$ cat src/rtl/uart_fifo_core.sv
// UART core: 16x-oversampled receiver and transmitter, free-running baud-tick divider,
// RX/TX FIFOs towards the host, optional parity and sticky framing/parity/overrun flags.
module uart_fifo_core #(
    parameter int unsigned DBIT       = 8,
    parameter int unsigned SB_TICK    = 16,
    parameter int unsigned CLK_DIV    = 163,
    parameter int unsigned FIFO_AW    = 4,
    parameter int unsigned PARITY_EN  = 0,
    parameter int unsigned PARITY_ODD = 0
) (
    input  logic            clk,
    input  logic            rst_n,
    input  logic            i_rx,
    output logic            o_tx,
    input  logic            i_rd,
    output logic [DBIT-1:0] o_r_data,
    output logic            o_rx_empty,
    input  logic            i_wr,
    input  logic [DBIT-1:0] i_w_data,
    output logic            o_tx_full,
    output logic            o_tx_busy,
    output logic            o_frame_err,
    output logic            o_par_err,
    output logic            o_overrun,
    input  logic            i_err_clr
);

    localparam int unsigned DW       = (CLK_DIV > 1) ? $clog2(CLK_DIV) : 1;
    localparam int unsigned DEPTH    = 1 << FIFO_AW;
    localparam logic [DW-1:0] DIV_LAST = DW'(CLK_DIV - 1);
    localparam logic [5:0]  SB_LAST  = 6'(SB_TICK - 1);
    localparam logic [3:0]  N_LAST   = 4'(DBIT - 1);
    localparam logic        PAR_EN   = (PARITY_EN != 0);
    localparam logic        PAR_ODD  = (PARITY_ODD != 0);

    typedef enum logic [2:0] {StIdle, StStart, StData, StPar, StStop} state_e;

    // ---------------- baud tick divider ----------------
    logic [DW-1:0] r_div_cnt;
    logic          w_tick;

    assign w_tick = (r_div_cnt == DIV_LAST);

    always_ff @(posedge clk or negedge rst_n) begin
        if (!rst_n)      r_div_cnt <= '0;
        else if (w_tick) r_div_cnt <= '0;
        else             r_div_cnt <= r_div_cnt + 1'b1;
    end

    // ---------------- rx synchroniser ----------------
    logic r_rx_meta, r_rx_sync;

    always_ff @(posedge clk or negedge rst_n) begin
        if (!rst_n) begin
            r_rx_meta <= 1'b1;
            r_rx_sync <= 1'b1;
        end else begin
            r_rx_meta <= i_rx;
            r_rx_sync <= r_rx_meta;
        end
    end

    // ---------------- receiver FSM ----------------
    state_e          r_rx_state, w_rx_state_nxt;
    logic [5:0]      r_rx_s, w_rx_s_nxt;
    logic [3:0]      r_rx_n, w_rx_n_nxt;
    logic [DBIT-1:0] r_rx_b, w_rx_b_nxt;
    logic            r_rx_p, w_rx_p_nxt;
    logic            w_rx_done;

    always_comb begin
        w_rx_state_nxt = r_rx_state;
        w_rx_s_nxt     = r_rx_s;
        w_rx_n_nxt     = r_rx_n;
        w_rx_b_nxt     = r_rx_b;
        w_rx_p_nxt     = r_rx_p;
        w_rx_done      = 1'b0;
        unique case (r_rx_state)
            StIdle: begin
                if (!r_rx_sync) begin
                    w_rx_state_nxt = StStart;
                    w_rx_s_nxt     = '0;
                end
            end
            StStart: begin
                if (w_tick) begin
                    if (r_rx_s == 6'd7) begin
                        // line back high by mid start bit: treat as a glitch
                        if (r_rx_sync) begin
                            w_rx_state_nxt = StIdle;
                        end else begin
                            w_rx_state_nxt = StData;
                            w_rx_s_nxt     = '0;
                            w_rx_n_nxt     = '0;
                        end
                    end else begin
                        w_rx_s_nxt = r_rx_s + 6'd1;
                    end
                end
            end
            StData: begin
                if (w_tick) begin
                    if (r_rx_s == 6'd15) begin
                        w_rx_s_nxt = '0;
                        w_rx_b_nxt = {r_rx_sync, r_rx_b[DBIT-1:1]};
                        if (r_rx_n == N_LAST) w_rx_state_nxt = PAR_EN ? StPar : StStop;
                        else                  w_rx_n_nxt     = r_rx_n + 4'd1;
                    end else begin
                        w_rx_s_nxt = r_rx_s + 6'd1;
                    end
                end
            end
            StPar: begin
                if (w_tick) begin
                    if (r_rx_s == 6'd15) begin
                        w_rx_s_nxt     = '0;
                        w_rx_p_nxt     = r_rx_sync;
                        w_rx_state_nxt = StStop;
                    end else begin
                        w_rx_s_nxt = r_rx_s + 6'd1;
                    end
                end
            end
            StStop: begin
                if (w_tick) begin
                    if (r_rx_s == SB_LAST) begin
                        w_rx_done      = 1'b1;
                        w_rx_state_nxt = StIdle;
                    end else begin
                        w_rx_s_nxt = r_rx_s + 6'd1;
                    end
                end
            end
            default: w_rx_state_nxt = StIdle;
        endcase
    end

    always_ff @(posedge clk or negedge rst_n) begin
        if (!rst_n) begin
            r_rx_state <= StIdle;
            r_rx_s     <= '0;
            r_rx_n     <= '0;
            r_rx_b     <= '0;
            r_rx_p     <= 1'b0;
        end else begin
            r_rx_state <= w_rx_state_nxt;
            r_rx_s     <= w_rx_s_nxt;
            r_rx_n     <= w_rx_n_nxt;
            r_rx_b     <= w_rx_b_nxt;
            r_rx_p     <= w_rx_p_nxt;
        end
    end

    // ---------------- RX FIFO and error flags ----------------
    logic [DBIT-1:0]    r_rxf_mem [DEPTH];
    logic [FIFO_AW-1:0] r_rxf_wptr, r_rxf_rptr;
    logic [FIFO_AW:0]   r_rxf_cnt;
    logic w_rxf_empty, w_rxf_full, w_rxf_push, w_rxf_pop;
    logic w_stop_bad, w_par_bad, w_rx_ok, w_rx_overrun;
    logic r_frame_err, r_par_err, r_overrun;

    assign w_rxf_empty  = (r_rxf_cnt == '0);
    assign w_rxf_full   = r_rxf_cnt[FIFO_AW];
    assign w_rxf_pop    = i_rd && !w_rxf_empty;
    assign w_stop_bad   = !r_rx_sync;
    assign w_par_bad    = PAR_EN && ((^r_rx_b ^ r_rx_p) != PAR_ODD);
    assign w_rx_ok      = w_rx_done && !w_stop_bad && !w_par_bad;
    assign w_rxf_push   = w_rx_ok && (!w_rxf_full || w_rxf_pop);
    assign w_rx_overrun = w_rx_ok && w_rxf_full && !w_rxf_pop;

    always_ff @(posedge clk) begin
        if (w_rxf_push) r_rxf_mem[r_rxf_wptr] <= r_rx_b;
    end

    always_ff @(posedge clk or negedge rst_n) begin
        if (!rst_n) begin
            r_rxf_wptr <= '0;
            r_rxf_rptr <= '0;
            r_rxf_cnt  <= '0;
        end else begin
            if (w_rxf_push) r_rxf_wptr <= r_rxf_wptr + 1'b1;
            if (w_rxf_pop)  r_rxf_rptr <= r_rxf_rptr + 1'b1;
            case ({w_rxf_push, w_rxf_pop})
                2'b10:   r_rxf_cnt <= r_rxf_cnt + 1'b1;
                2'b01:   r_rxf_cnt <= r_rxf_cnt - 1'b1;
                default: r_rxf_cnt <= r_rxf_cnt;
            endcase
        end
    end

    // a new error event wins over a clear in the same cycle
    always_ff @(posedge clk or negedge rst_n) begin
        if (!rst_n) begin
            r_frame_err <= 1'b0;
            r_par_err   <= 1'b0;
            r_overrun   <= 1'b0;
        end else begin
            if (w_rx_done && w_stop_bad) r_frame_err <= 1'b1;
            else if (i_err_clr)          r_frame_err <= 1'b0;
            if (w_rx_done && w_par_bad)  r_par_err <= 1'b1;
            else if (i_err_clr)          r_par_err <= 1'b0;
            if (w_rx_overrun)            r_overrun <= 1'b1;
            else if (i_err_clr)          r_overrun <= 1'b0;
        end
    end

    assign o_r_data    = w_rxf_empty ? '0 : r_rxf_mem[r_rxf_rptr];
    assign o_rx_empty  = w_rxf_empty;
    assign o_frame_err = r_frame_err;
    assign o_par_err   = r_par_err;
    assign o_overrun   = r_overrun;

    // ---------------- TX FIFO ----------------
    logic [DBIT-1:0]    r_txf_mem [DEPTH];
    logic [FIFO_AW-1:0] r_txf_wptr, r_txf_rptr;
    logic [FIFO_AW:0]   r_txf_cnt;
    logic [DBIT-1:0]    w_txf_head;
    logic w_txf_empty, w_txf_full, w_txf_push, w_txf_pop;

    assign w_txf_empty = (r_txf_cnt == '0);
    assign w_txf_full  = r_txf_cnt[FIFO_AW];
    assign w_txf_head  = r_txf_mem[r_txf_rptr];
    assign w_txf_push  = i_wr && (!w_txf_full || w_txf_pop);

    always_ff @(posedge clk) begin
        if (w_txf_push) r_txf_mem[r_txf_wptr] <= i_w_data;
    end

    always_ff @(posedge clk or negedge rst_n) begin
        if (!rst_n) begin
            r_txf_wptr <= '0;
            r_txf_rptr <= '0;
            r_txf_cnt  <= '0;
        end else begin
            if (w_txf_push) r_txf_wptr <= r_txf_wptr + 1'b1;
            if (w_txf_pop)  r_txf_rptr <= r_txf_rptr + 1'b1;
            case ({w_txf_push, w_txf_pop})
                2'b10:   r_txf_cnt <= r_txf_cnt + 1'b1;
                2'b01:   r_txf_cnt <= r_txf_cnt - 1'b1;
                default: r_txf_cnt <= r_txf_cnt;
            endcase
        end
    end

    // ---------------- transmitter FSM ----------------
    state_e          r_tx_state, w_tx_state_nxt;
    logic [5:0]      r_tx_s, w_tx_s_nxt;
    logic [3:0]      r_tx_n, w_tx_n_nxt;
    logic [DBIT-1:0] r_tx_b, w_tx_b_nxt;
    logic            r_tx_p, w_tx_p_nxt;
    logic            r_tx, w_tx_nxt;

    // r_tx is loaded with the level of the bit being entered, so tx changes on that edge
    always_comb begin
        w_tx_state_nxt = r_tx_state;
        w_tx_s_nxt     = r_tx_s;
        w_tx_n_nxt     = r_tx_n;
        w_tx_b_nxt     = r_tx_b;
        w_tx_p_nxt     = r_tx_p;
        w_tx_nxt       = r_tx;
        w_txf_pop      = 1'b0;
        unique case (r_tx_state)
            StIdle: begin
                w_tx_nxt = 1'b1;
                if (!w_txf_empty) begin
                    w_txf_pop      = 1'b1;
                    w_tx_b_nxt     = w_txf_head;
                    w_tx_p_nxt     = ^w_txf_head ^ PAR_ODD;
                    w_tx_s_nxt     = '0;
                    w_tx_state_nxt = StStart;
                    w_tx_nxt       = 1'b0;
                end
            end
            StStart: begin
                if (w_tick) begin
                    if (r_tx_s == 6'd15) begin
                        w_tx_s_nxt     = '0;
                        w_tx_n_nxt     = '0;
                        w_tx_state_nxt = StData;
                        w_tx_nxt       = r_tx_b[0];
                    end else begin
                        w_tx_s_nxt = r_tx_s + 6'd1;
                    end
                end
            end
            StData: begin
                if (w_tick) begin
                    if (r_tx_s == 6'd15) begin
                        w_tx_s_nxt = '0;
                        w_tx_b_nxt = r_tx_b >> 1;
                        if (r_tx_n == N_LAST) begin
                            w_tx_state_nxt = PAR_EN ? StPar : StStop;
                            w_tx_nxt       = PAR_EN ? r_tx_p : 1'b1;
                        end else begin
                            w_tx_n_nxt = r_tx_n + 4'd1;
                            w_tx_nxt   = r_tx_b[1];
                        end
                    end else begin
                        w_tx_s_nxt = r_tx_s + 6'd1;
                    end
                end
            end
            StPar: begin
                if (w_tick) begin
                    if (r_tx_s == 6'd15) begin
                        w_tx_s_nxt     = '0;
                        w_tx_state_nxt = StStop;
                        w_tx_nxt       = 1'b1;
                    end else begin
                        w_tx_s_nxt = r_tx_s + 6'd1;
                    end
                end
            end
            StStop: begin
                if (w_tick) begin
                    if (r_tx_s == SB_LAST) begin
                        w_tx_s_nxt = '0;
                        if (!w_txf_empty) begin
                            w_txf_pop      = 1'b1;
                            w_tx_b_nxt     = w_txf_head;
                            w_tx_p_nxt     = ^w_txf_head ^ PAR_ODD;
                            w_tx_state_nxt = StStart;
                            w_tx_nxt       = 1'b0;
                        end else begin
                            w_tx_state_nxt = StIdle;
                            w_tx_nxt       = 1'b1;
                        end
                    end else begin
                        w_tx_s_nxt = r_tx_s + 6'd1;
                    end
                end
            end
            default: begin
                w_tx_state_nxt = StIdle;
                w_tx_nxt       = 1'b1;
            end
        endcase
    end

    always_ff @(posedge clk or negedge rst_n) begin
        if (!rst_n) begin
            r_tx_state <= StIdle;
            r_tx_s     <= '0;
            r_tx_n     <= '0;
            r_tx_b     <= '0;
            r_tx_p     <= 1'b0;
            r_tx       <= 1'b1;
        end else begin
            r_tx_state <= w_tx_state_nxt;
            r_tx_s     <= w_tx_s_nxt;
            r_tx_n     <= w_tx_n_nxt;
            r_tx_b     <= w_tx_b_nxt;
            r_tx_p     <= w_tx_p_nxt;
            r_tx       <= w_tx_nxt;
        end
    end

    assign o_tx      = r_tx;
    assign o_tx_full = w_txf_full;
    assign o_tx_busy = (r_tx_state != StIdle) || !w_txf_empty;

endmodule
$ cat config.mk
export PLATFORM = sky130hd
export DESIGN_NAME = uart_fifo_core
export DESIGN_NICKNAME = d
export VERILOG_FILES = /design/src/rtl/uart_fifo_core.sv
export SDC_FILE = /design/constraint.sdc
export NUM_CORES = 1
export LEC_CHECK = 0
export CAP_MARGIN = 20
export CORE_MARGIN = 8
export CORE_UTILIZATION = 63
export CTS_BUF_LIST = sky130_fd_sc_hd__clkbuf_4 sky130_fd_sc_hd__clkbuf_8
export CTS_CLUSTER_SIZE = 8
export DETAILED_ROUTE_END_ITERATION = 6
export PLACE_DENSITY_LB_ADDON = 0.1
export REMOVE_ABC_BUFFERS = 1
export SYNTH_ARGS = -nofsm -noshare
export SYNTH_HDL_FRONTEND = slang
export SYNTH_SLANG_ARGS = --single-unit
$ cat constraint.sdc
create_clock -name clk -period 7.3 [get_ports clk]
set_clock_uncertainty 0.05 [all_clocks]
set_input_delay 1.46 -clock clk [delete_from_list [all_inputs] [get_ports clk]]
set_output_delay 1.46 -clock clk [all_outputs]
set_load 0.02 [all_outputs]
==> qor.csv, run 1 <==
stage,metric,value,unit
run_status,status,"complete, no violations",
synth,synthesized area per cell,16.3,um^2
synth,"Async S/R FF share, synth",0.240,
synth,Post-synth EDFFs,256,
floorplan,Die Footprint,27800,um^2
power,clock network fraction of design power,0.320,
global_routing,first-pass GRT wire length,43.5,mm
detailed_routing,Initial DRC Count,638,
clock_network,setup bufs post-CTS,0,
timing,FMAX,209,MHz
clock_network,CTS Buf Count,53,
floorplan,Die Wd,167,um
detailed_routing,total iterations of the first detailed-routing run,6,
power,Flop pwr share,0.475,
global_routing,vias in the first global route,8201,
worst_setup_path,Worst Path Arrival,3.28,ns
timing,final setup vio count,0,
clock_network,CTS sink cnt,337,
worst_setup_path,CP Class,flip-flop to primary output,
timing,Tcrit/Tclk final,0.656,
timing,worst slew pin tran,1.07,ns
detailed_routing,Routed Antenna Nets,0,
synth,top_reg_cell synth,edfxtp_1,
synth,"Seq/Total Area, Yosys",0.680,
synth,share of the synthesized area in the top cell type,0.538,
min_path,worst min path class,flip-flop to flip-flop,
floorplan,Die Height,167,um
synth,synth unique cells,73,
detailed_routing,DRC viols,0,
job,max_cap viols,0,
global_routing,pin count of the biggest net entering global routing,48,
clock_network,Clock transition at path regs,0.06,ns
finish,final net count,976,
power,Internal,0.00361,W
clock_network,worst skew pair latency,0.59,ns
detailed_routing,vias per cell,6.16,
detailed_routing,Wirelength per Cell,21.3,um
synth,largest cells by area after synthesis,"edfxtp_1 (54%), dfrtp_1 (14%), mux4_2 (9.1%)",
floorplan,# rows,55,
timing,Fin Setup TNS,0,ns
global_routing,initial antenna violation count,0,
timing,final hold vios,0,
clock_network,CTS resizes,0,
synth,flop and latch count out of synthesis,337,
finish,fillcell total,1423,
global_routing,Overflow after GRT,0,
clock_network,CTS Root Cell,clkbuf_8,
power,peak supply drop,0.267,mV
synth,Yosys top cell by area,edfxtp_1,
clock_network,CTS tree,done,
place,port bufs,27,
timing,worst rel slew slack,0.288,
power,Leak,6.03,nW
place,detailed placement HPWL,17.6,mm
worst_setup_path,crit path launch type,flip-flop,
synth,Post-Syn Instances,876,
power,switch share,0.280,
finish,number of antenna diodes,0,
clock_network,H-tree lvl count,2,
finish,share of layout cells above drive strength 1,0.217,
global_routing,total global-route track usage,0.197,
power,Net Switching,0.00140,W
synth,YS warnings,0,
clock_network,CTS Hold Bufs,0,
power,Comb pwr share,0.205,
timing,final-report max-slew violation count,0,
floorplan,Initial Utilization,0.637,
finish,"commonest non-fill, non-tap cell in the layout",edfxtp_1,
detailed_routing,vias,7797,
worst_setup_path,CP Capture Type,primary output,
detailed_routing,Post-Route WL,27.0,mm
timing,RSZ-0062 raised after global routing,no,
finish,utilization after layout,0.713,
finish,most frequent cells in the layout,"edfxtp_1 (256), dfrtp_1 (76), clkbuf_8 (60)",
power,PwrDens,313,nW/um^2
power,Pwr Total,0.00501,W
synth,Mapped Area,14300,um^2
worst_setup_path,Critical Path RT,5.79,ns
place,routability congestion estimate,0.804,
floorplan,core area,22400,um^2
finish,synth-to-layout area growth,11.8,%
worst_setup_path,crit-path max FO,35,
clock_network,clk buf depth,3,
floorplan,I/O Pins,29,
timing,Final min period,4.79,ns
==> layer usage <==
layer,track usage,part of all wire,vias to the layer above,wire length (um)
li1,-,-,3558,-
met1,0.247,0.41,3942,11000
met2,0.338,0.52,236,13900
met3,0.0374,0.050,61,1350
met4,0.0740,0.026,0,698
met5,0,0,-,0
==> power groups by stage <==
stage / clock (W) / combinational, W / sequential [W]
4_1_cts: 0.00163 / 0.00104 / 0.00239
5_1_grt: 0.00171 / 0.00113 / 0.00240
6_report: 0.00160 / 0.00102 / 0.00238
3_5_place_dp: 0 / 0.00103 / 0.00242
2_1_floorplan: 0 / 0.000680 / 0.00248
3_3_place_gp: 0 / 0.00101 / 0.00241
==> cells in the mapped netlist, types with 15 or more instances <==
library cell  number
nand2_1           38
inv_1             19
mux2_2            15
ha_1              24
mux2i_1           33
o21ai_0           26
mux4_2            58
a21oi_1           19
clkbuf_1          26
nor2b_1           18
dfrtp_1           78
edfxtp_1         256
nor2_1            41
xnor2_1           19
nor3_1            23
==> state kept, by name, summed over array words and instances (netlist names), 3 cells and up <==
name and cells:
r_txf_wptr 4, r_rx_n 4, r_div_cnt 8, r_tx_s 6, r_rxf_cnt 5, r_txf_cnt 5
r_txf_mem 128, r_rxf_wptr 4, r_rx_state 3, r_tx_state 3, r_tx_b 8, r_rxf_rptr 4
r_tx_n 4, r_rx_s 6, r_rx_b 8, r_rxf_mem 128, r_txf_rptr 4
==> final cells by class <==
class	instances	area (um^2)	area share
Sequential cell	337	9720	0.608
Multi-Input combinational cell	481	4350	0.272
Clock buffer	89	1040	0.0653
Timing Repair Buffer	43	388	0.0243
Tap cell	285	357	0.0223
Inverter	20	75.1	0.00470
Clock inverter	10	53.8	0.00337
==> metrics by stage <==
stage	instances	hold WS (ns)	area, um^2	worst slack (ns)
finish	1265	0.307	16000	2.51
global route	1265	0.311	16000	2.34
CTS	1265	0.310	16000	2.43
detailed placement	1166	0.302	14900	2.88
global placement	1166	0.297	14900	2.97
floorplan	838	0.295	14100	3.06
==> final timing paths <==
path	from	endpoint	slack, ns	depth (start not counted)
setup / recovery	r_rxf_rptr[0]	o_r_data[1]	2.51	5
hold / removal	r_rx_meta	r_rx_sync	0.31	0
setup reg to reg	r_div_cnt[3]	r_txf_cnt[4]	3.59	11
hold reg to reg	r_rx_meta	r_rx_sync	0.31	0
max in group asynchronous	rst_n	r_txf_rptr[1]	5.40	2
min in group asynchronous	rst_n	r_rxf_rptr[0]	0.84	1
==> kinds of logic (layout without fill, tap and decap cells) <==
kind of cell,Yosys count,after routing,share of synthesized area
muxes,112,112,0.131
DFF,337,337,0.680
other,1,1,0.000262
and+or+nand+nor,204,204,0.0800
AOI/OAI and AO/OA,110,110,0.0514
adders and majority gates,26,26,0.0238
buffers and inverters,58,162,0.0164
xor gates and xnor gates,28,28,0.0172
==> worst max-delay path: stages, from the launching register on <==
cell	delay, ns
dfrtp_2	0.34
buf_4	0.52
mux4_2	0.62
mux4_2	0.48
nor2b_1	0.14
clkdlybuf4s50_1	0.57
(Power assumes the default switching activity.)
==> run 2: changes to the inputs <==
- CORE_UTILIZATION: 63 -> 58
- clock period: 7.3 -> 4 ns (I/O delays scaled with it)
==> run 2 against run 1 <==
Critical path depth unchanged. Power increased by 83%. Count of clock-buffer cells in the layout decreased by 6. Highest routed layer unchanged.
==> qor.csv, run 2 (synthesis gave the netlist of run 1 again) <==
stage,metric,value,unit,change
global_routing,pin count of the biggest net entering global routing,65,,+35%
detailed_routing,DRC viols,0,,unchanged
timing,Min Hold Slack,0.273,ns,-0.0341 ns
clock_network,CTS Root Cell,clkbuf_8,,
worst_setup_path,CP Capture Type,primary output,,
global_routing,initial antenna violation count,0,,unchanged
power,switch share,0.283,,+0.00273
timing,worst rel slew slack,0.301,,+0.0123
finish,"commonest non-fill, non-tap cell in the layout",edfxtp_1,,
clock_network,setup bufs post-CTS,0,,unchanged
worst_setup_path,Worst Path Arrival,2.99,ns,-0.29 ns
finish,final net count,992,,+1.6%
power,Comb pwr share,0.208,,+0.003
clock_network,CTS tree,done,,
finish,area occupied by multi-input gates,4340,um^2,-0.11%
finish,Largest regs,"r_rxf_mem: 128 flops, r_txf_mem: 128 flops",,
finish,post-layout instance area,16100,um^2,+0.88%
global_routing,vias in the first global route,8229,,+0.34%
detailed_routing,vias per cell,5.97,,-3.2%
detailed_routing,vias,7850,,+0.68%
floorplan,Die Wd,173,um,+3.8%
timing,slack of the critical path,0.160,ns,-2.35 ns
power,Internal,0.00657,W,+82%
timing,Tcrit/Tclk final,0.960,,
job,max_cap viols,0,,unchanged
detailed_routing,Wirelength per Cell,21.1,um,-1.2%
worst_setup_path,"Buf+Inv Stages, Crit Path",2,,unchanged
power,PwrDens,568,nW/um^2,+81%
finish,most frequent cells in the layout,"edfxtp_1 (256), dfrtp_1 (76), clkbuf_8 (61)",,
detailed_routing,total iterations of the first detailed-routing run,6,,unchanged
finish,number of antenna diodes,0,,unchanged
worst_setup_path,"CP delay by family, top",multiplexers,,
floorplan,core area,24200,um^2,+8.1%
global_routing,Overflow after GRT,0,,unchanged
finish,fillcell total,1678,,+18%
timing,final hold vios,0,,unchanged
worst_setup_path,crit path launch type,flip-flop,,
power,Net Switching,0.00259,W,+85%
floorplan,Die Height,173,um,+3.8%
clock_network,H-tree lvl count,2,,unchanged
timing,final setup vio count,0,,unchanged
worst_setup_path,crit-path cells,"buf_12, mux4_2, mux4_2, nor2b_1, clkdlybuf4s50_1",,
worst_setup_path,Critical Path RT,3.15,ns,-2.64 ns
worst_setup_path,CP Class,flip-flop to primary output,,
finish,synth-to-layout area growth,12.8,%,
detailed_routing,Initial DRC Count,674,,+5.6%
place,detailed placement HPWL,18.3,mm,+4.1%
timing,Fin Setup TNS,0,ns,unchanged
floorplan,I/O Pins,29,,unchanged
timing,Final min period,3.84,ns,
power,Flop pwr share,0.482,,+0.007
clock_network,CTS resizes,0,,unchanged
power,clock network fraction of design power,0.310,,-0.010
timing,final-report max-slew violation count,0,,unchanged
clock_network,CTS Buf Count,54,,+1.9%
worst_setup_path,worst reg2reg path depth,11,,unchanged
power,Leak,6.08,nW,+0.93%
timing,worst slew pin tran,1.05,ns,-0.0184 ns
floorplan,Initial Utilization,0.590,,-0.0477
min_path,worst min path class,primary input to async pin,,
timing,FMAX,260,MHz,
worst_setup_path,FF-to-FF Start,r_div_cnt[3],,
finish,Reg area,9720,um^2,unchanged
place,routability congestion estimate,0.881,,+9.5%
worst_setup_path,RR Endpoint,r_txf_cnt[4],,
place,Area after DPL,15100,um^2,+1.2%
worst_setup_path,cell mode on critical path,mux4_2,,
timing,RSZ-0062 raised after global routing,no,,
clock_network,CTS Hold Bufs,0,,unchanged
clock_network,clk buf depth,3,,unchanged
worst_setup_path,Critical Path Max Stage Delay,0.57,ns,-0.05 ns
worst_setup_path,CP max-delay cell,mux4_2,,
place,port bufs,27,,unchanged
clock_network,worst skew pair latency,0.58,ns,about the same
finish,share of layout cells above drive strength 1,0.220,,+0.00241
detailed_routing,Routed Antenna Nets,0,,unchanged
global_routing,first-pass GRT wire length,45.3,mm,+4.0%
worst_setup_path,"setup slack, reg-to-reg",0.41,ns,-3.18 ns
power,peak supply drop,0.488,mV,+82%
floorplan,Die Footprint,29900,um^2,+7.8%
floorplan,# rows,57,,+3.6%
global_routing,total global-route track usage,0.190,,-0.00644
clock_network,CTS sink cnt,337,,unchanged
run_status,status,"complete, no violations",,
detailed_routing,Post-Route WL,27.7,mm,+2.8%
clock_network,Clock transition at path regs,0.05,ns,about the same
worst_setup_path,crit-path max FO,35,,unchanged
place,Place WS,0.467,ns,-2.41 ns
-- run 2: power by group through the flow --
stage	clock, W	sequential [W]	combinational [W]
floorplan	0	0.00453	0.00124
global placement	0	0.00447	0.00187
detailed placement	0	0.00448	0.00192
CTS	0.00291	0.00442	0.00194
global route	0.00308	0.00446	0.00208
finish	0.00284	0.00441	0.00191
-- run 2: how the worst max path moves through the flow --
stage	start	endpoint	slack (ns)	depth (start not counted)
after floorplan	r_rxf_rptr[0]	o_r_data[0]	0.42	3
after global placement	i_rd	r_rxf_cnt[4]	0.52	11
after detailed placement	r_div_cnt[3]	r_txf_cnt[4]	0.47	11
after CTS	r_rxf_rptr[0]	o_r_data[6]	0.09	5
after global routing	r_rxf_rptr[0]	o_r_data[6]	0.04	5
final	r_rxf_rptr[0]	o_r_data[6]	0.16	5
-- run 2: area by class of cell --
cell class                 count  area share
sequential                   337       0.603
multi-input combinational    481       0.269
clock buffer                  83      0.0623
timing repair buffer          58      0.0326
tap                          324      0.0251
inverter                      20     0.00466
clock inverter                13     0.00318
-- run 2: through the flow --
stage	total power, W	utilization	instances
detailed placement	0.00641	0.622	1220
global route	0.00961	0.665	1316
CTS	0.00927	0.665	1316
global placement	0.00634	0.622	1220
floorplan	0.00577	-	838
finish	0.00916	0.665	1316
-- run 2: layer usage --
layer | GRT usage | vias up | part of all wire
met3 | 0.0327 | 50 | 0.047
met2 | 0.324 | 221 | 0.52
li1 | - | 3576 | -
met4 | 0.0622 | 0 | 0.021
met5 | 0 | - | 0
met1 | 0.246 | 4003 | 0.41
